--- config.mk ---
export PLATFORM = sky130hd
export DESIGN_NAME = pipe_hazard_sb
export DESIGN_NICKNAME = d
export VERILOG_FILES = /design/src/rtl/pipe_hazard_sb.sv
export SDC_FILE = /design/constraint.sdc
export NUM_CORES = 1
export LEC_CHECK = 0
export CAP_MARGIN = 20
export CORE_UTILIZATION = 26
export CTS_BUF_LIST = sky130_fd_sc_hd__clkbuf_8
export CTS_CLUSTER_DIAMETER = 150
export DETAILED_ROUTE_END_ITERATION = 10
export SLEW_MARGIN = 15
export SYNTH_ARGS = -nofsm -noshare
export SYNTH_HDL_FRONTEND = slang
export SYNTH_SLANG_ARGS = --single-unit
--- constraint.sdc ---
create_clock -name clock -period 2.7 [get_ports clock]
set_input_delay 0.54 -clock clock [delete_from_list [all_inputs] [get_ports clock]]
set_output_delay 0.54 -clock clock [all_outputs]
set_load 0.02 [all_outputs]
--- src/rtl/pipe_hazard_sb.sv ---
// pipe_hazard_sb: ID-stage scoreboard tracking in-flight destinations to drive
// operand forwarding, load-use interlock, bubble insertion and a stall counter.
module pipe_hazard_sb #(
    parameter int XLEN       = 32,
    parameter int AW         = 5,
    parameter int NSTAGE     = 3,
    parameter int LOAD_READY = 1,
    parameter int CNTW       = 32
) (
    input  logic                     clock,
    input  logic                     reset,
    input  logic                     id_valid,
    input  logic [AW-1:0]            id_rs,
    input  logic [AW-1:0]            id_rt,
    input  logic                     id_rs_used,
    input  logic                     id_rt_used,
    input  logic [AW-1:0]            id_rd,
    input  logic                     id_wreg,
    input  logic                     id_m2reg,
    input  logic                     flush,
    input  logic                     ext_stall,
    input  logic [XLEN-1:0]          rf_qa,
    input  logic [XLEN-1:0]          rf_qb,
    input  logic [NSTAGE*XLEN-1:0]   stage_res,
    output logic [XLEN-1:0]          da,
    output logic [XLEN-1:0]          db,
    output logic                     stall,
    output logic                     issue,
    output logic [CNTW-1:0]          stall_cnt
);
    logic            r_v     [NSTAGE];
    logic [AW-1:0]   r_rd    [NSTAGE];
    logic            r_wreg  [NSTAGE];
    logic            r_m2reg [NSTAGE];
    logic [CNTW-1:0] r_cnt;
    logic [XLEN-1:0] w_da, w_db;
    logic            w_hza, w_hzb, w_hz;

    // Scan oldest to youngest so the youngest matching writer wins.
    always_comb begin
        w_da  = rf_qa;
        w_db  = rf_qb;
        w_hza = 1'b0;
        w_hzb = 1'b0;
        for (int k = NSTAGE - 1; k >= 0; k--) begin
            if (r_v[k] && r_wreg[k] && r_rd[k] == id_rs && id_rs != '0) begin
                w_da  = stage_res[k*XLEN +: XLEN];
                w_hza = r_m2reg[k] && (k < LOAD_READY);
            end
            if (r_v[k] && r_wreg[k] && r_rd[k] == id_rt && id_rt != '0) begin
                w_db  = stage_res[k*XLEN +: XLEN];
                w_hzb = r_m2reg[k] && (k < LOAD_READY);
            end
        end
    end

    assign w_hz      = id_valid & ((id_rs_used & w_hza) | (id_rt_used & w_hzb));
    assign stall     = w_hz | ext_stall;
    assign issue     = id_valid & ~w_hz & ~flush & ~ext_stall;
    assign da        = w_da;
    assign db        = w_db;
    assign stall_cnt = r_cnt;

    always_ff @(posedge clock or posedge reset) begin
        if (reset) begin
            for (int k = 0; k < NSTAGE; k++) begin
                r_v[k]     <= 1'b0;
                r_rd[k]    <= '0;
                r_wreg[k]  <= 1'b0;
                r_m2reg[k] <= 1'b0;
            end
            r_cnt <= '0;
        end else if (!ext_stall) begin
            r_v[0]     <= issue;
            r_rd[0]    <= id_rd;
            r_wreg[0]  <= id_wreg & issue;
            r_m2reg[0] <= id_m2reg & issue;
            for (int k = 1; k < NSTAGE; k++) begin
                r_v[k]     <= r_v[k-1];
                r_rd[k]    <= r_rd[k-1];
                r_wreg[k]  <= r_wreg[k-1];
                r_m2reg[k] <= r_m2reg[k-1];
            end
            if (w_hz && r_cnt != '1)
                r_cnt <= r_cnt + 1'b1;
        end
    end
endmodule

==> results.sh <==
export IMPL_htree_num_levels=2
export IMPL_whs_ns=0.436
export IMPL_cp_endpoint="da[11]"
export IMPL_skew_ns=0.00990
export IMPL_final_area_um2=10900
export IMPL_fmax_mhz=325
export IMPL_stdcell_count=1226
export IMPL_io_pins=282
export IMPL_die_w_um=140
export IMPL_hold_path_class="input port to asynchronous set/reset pin"
export IMPL_cts_buffers_inserted=5
export IMPL_setup_ws_ns=-0.379
export IMPL_core_um2=18600
export IMPL_tightestPinTransition_ns=0.443
export IMPL_critPathArrivalTime_ns=2.54
export IMPL_dp_hpwl_um=17500
export IMPL_ir_drop_mv=0.208
export IMPL_placedCellCount=1146
export IMPL_p_leak_nw=4.57
export IMPL_clock_latency_ns=0.31
export IMPL_drive_gt1_share_pct=46.3
export IMPL_grt_pass1_wl_um=38700
export IMPL_dpl_instance_area_um2=8790
export IMPL_wl_per_cell_um=22.1
export IMPL_grt_start_max_net_pins=48
export IMPL_root_buffer="clkbuf_8"
export IMPL_port_buffer_count=281
export IMPL_synth_seq_cells=54
export IMPL_report_final_hold_viol_count=0
export IMPL_fp_row_count=50
export IMPL_crit_required_ns=2.16
export IMPL_clk_pin_slew_worst_paths_ns=0.11
export IMPL_fillers=1563
export IMPL_synth_edf_count=0
export IMPL_finalPower_mw=2.52
export IMPL_antenna_found_initial=11
export IMPL_setup_viol=66
export IMPL_syn_area_per_cell_um2=8.36
export IMPL_violations="negative setup slack"
export IMPL_dr_total_vias=6387
export IMPL_nets=1167
export IMPL_initial_core_util_pct=26.5
export IMPL_endpoint_kind="output port"
export IMPL_clock_path_buffers=2
export IMPL_rrSetupSlack_ns=0.21
export IMPL_rsz0062_at_grt="true"
export IMPL_ant_nets=0
export IMPL_netlist_instances=591
export IMPL_slew_viol_final=0
export IMPL_die_area_um2=19600
export IMPL_synth_area_um2=4940
export IMPL_ys_types=40
export IMPL_tns_ns=-17.06
export IMPL_viasPerCell=5.21
export IMPL_tritoncts="yes"
export IMPL_dr_pass1_iters=4
export IMPL_overflow=0
export IMPL_async_reset_ff_share_pct=100
export IMPL_slew_limit_headroom_pct=70.4
export IMPL_period_needed_ns=3.08
export IMPL_maxCapViolCount=0
export IMPL_grt_pass1_vias=6358
export IMPL_gr_usage_all_layers_pct=26.0
export IMPL_synthesis_nets=776
export IMPL_synthFlopType="dfrtp_1"
export IMPL_critical_path_max_fanout=6
export IMPL_path_class="input port to output port"
export IMPL_gp_congestion=0.897
export IMPL_synth_seq_area_share_pct=27.3
export IMPL_synth_warnings=0
export IMPL_fin_crit_sh_pct=114
export IMPL_power_density_nw_per_um2=231
export IMPL_status="finished, violations left"
export IMPL_r2r_cells=11
export IMPL_cts_sinks=54
export IMPL_r2r_start="r_rd[12]"
export IMPL_fp_dieH_um=140
export IMPL_wirelength_um=27200
export IMPL_drt_iter0_drc=222
export IMPL_drc=0
export IMPL_startpoint="id_rs[2]"
export IMPL_r2r_end="stall_cnt[27]"
export IMPL_cp_start_kind="input port"
export IMPL_syn_to_final_growth_pct=121
-- logic make-up after synthesis --
group,count (synthesis),synth area share (%)
xor+xnor,61,10.8
compound gates,170,24.8
flops,54,27.3
buf+inv,52,5.37
mux,52,11.0
fa+ha+maj,1,0.253
simple gates,201,20.4
-- per-layer routing --
layer  track usage, %  part of all wire (%)  vias up
met2             44.2                    49      283
met3             7.30                   8.0       69
met4             12.4                   4.9        2
met5                0                 0.044        -
met1             30.1                    38     3098
li1                 -                     -     2935
-- cells in the mapped netlist, types with 2 or more instances --
cell type	count	area, um2
dfrtp_1	54	1350
nor2_1	54	203
nand2_1	48	180
a211oi_1	44	330
xor2_1	36	315
o21ai_0	34	170
a21o_1	33	248
mux2i_1	32	320
o21ai_1	30	150
xnor2_1	25	219
clkbuf_1	24	90.1
nor2b_1	23	144
a211oi_2	20	250
mux2_2	20	225
nand4_1	14	87.6
nor3_1	14	70.1
nand3_1	12	60.1
buf_2	11	55.1
and2b_1	9	67.6
nor4_1	9	56.3
inv_1	7	26.3
and3_1	5	31.3
buf_4	5	37.5
buf_6	5	56.3
a22o_1	3	26.3
or4_1	3	22.5
o211ai_1	2	15.0
or2_1	2	12.5
or3_1	2	12.5
-- stage by stage --
step | setup slack, ns | util, %
after floorplan | -0.0280 | -
after global placement | -1.20 | 47.2
after detailed placement | -1.21 | 47.2
after CTS | -0.382 | 55.8
after global routing | -0.434 | 58.7
final | -0.379 | 58.7
-- critical path, cell delays in order --
cell      delay (ns)
buf_6           0.09
or4_4           0.53
or2_4           0.25
and3_4          0.24
buf_12          0.15
buf_16          0.13
and2b_1         0.24
a211oi_4        0.05
o21ai_2         0.17
buf_6           0.14
-- state kept, by name (all words and copies together) (netlist names) --
signal / count
stall_cnt: 32
r_v: 3
r_wreg: 3
r_rd: 15
r_m2reg: 1
-- where the power goes --
group | switching (mW) | internal (mW)
sequential | 0.0404 | 0.851
clock | 0.272 | 0.276
combinational | 0.426 | 0.658
-- layout make-up --
type | count | area, um2 | share of cell area (%)
tap | 234 | 293 | 2.68
sequential | 54 | 1350 | 12.4
clock inverter | 3 | 45.0 | 0.412
clock buffer | 5 | 68.8 | 0.629
multi-input combinational | 485 | 4370 | 39.9
antenna | 9 | 22.5 | 0.206
inverter | 7 | 26.3 | 0.240
timing repair buffer | 429 | 4760 | 43.5
-- worst min path at each step --
stage | to | slack [ns] | depth (start not counted)
final | r_rd[13] | 0.44 | 2
after global routing | r_rd[13] | 0.45 | 2
after CTS | r_rd[13] | 0.44 | 2
after detailed placement | stall_cnt[30] | 0.48 | 1
after global placement | stall_cnt[30] | 0.48 | 1
after floorplan | r_v[2] | 0.46 | 1
-- repair_timing --
action,4_1_cts,5_1_grt
hold buffers,0,0
cloned,18,6
setup buffers,31,18
setup endpoints to repair,67,67
gates resized for setup,594,103
pin swaps,53,63
-- cells in the final DEF (no fill, tap or decap), types with 14 or more instances in the layout --
cell type        Yosys  layout
clkdlybuf4s50_1      0     205
buf_6                5      92
buf_4                5      82
dfrtp_1             54      54
a211oi_2            20      52
nand2_1             48      48
o21ai_2              0      41
xor2_1              36      36
a21o_1              33      33
nor2_4               0      28
buf_12               0      25
nor2_1              54      20
mux2_2              20      20
xnor2_1             25      17
nand4_1             14      14
No activity file was read; power rests on OpenSTA's default activity.
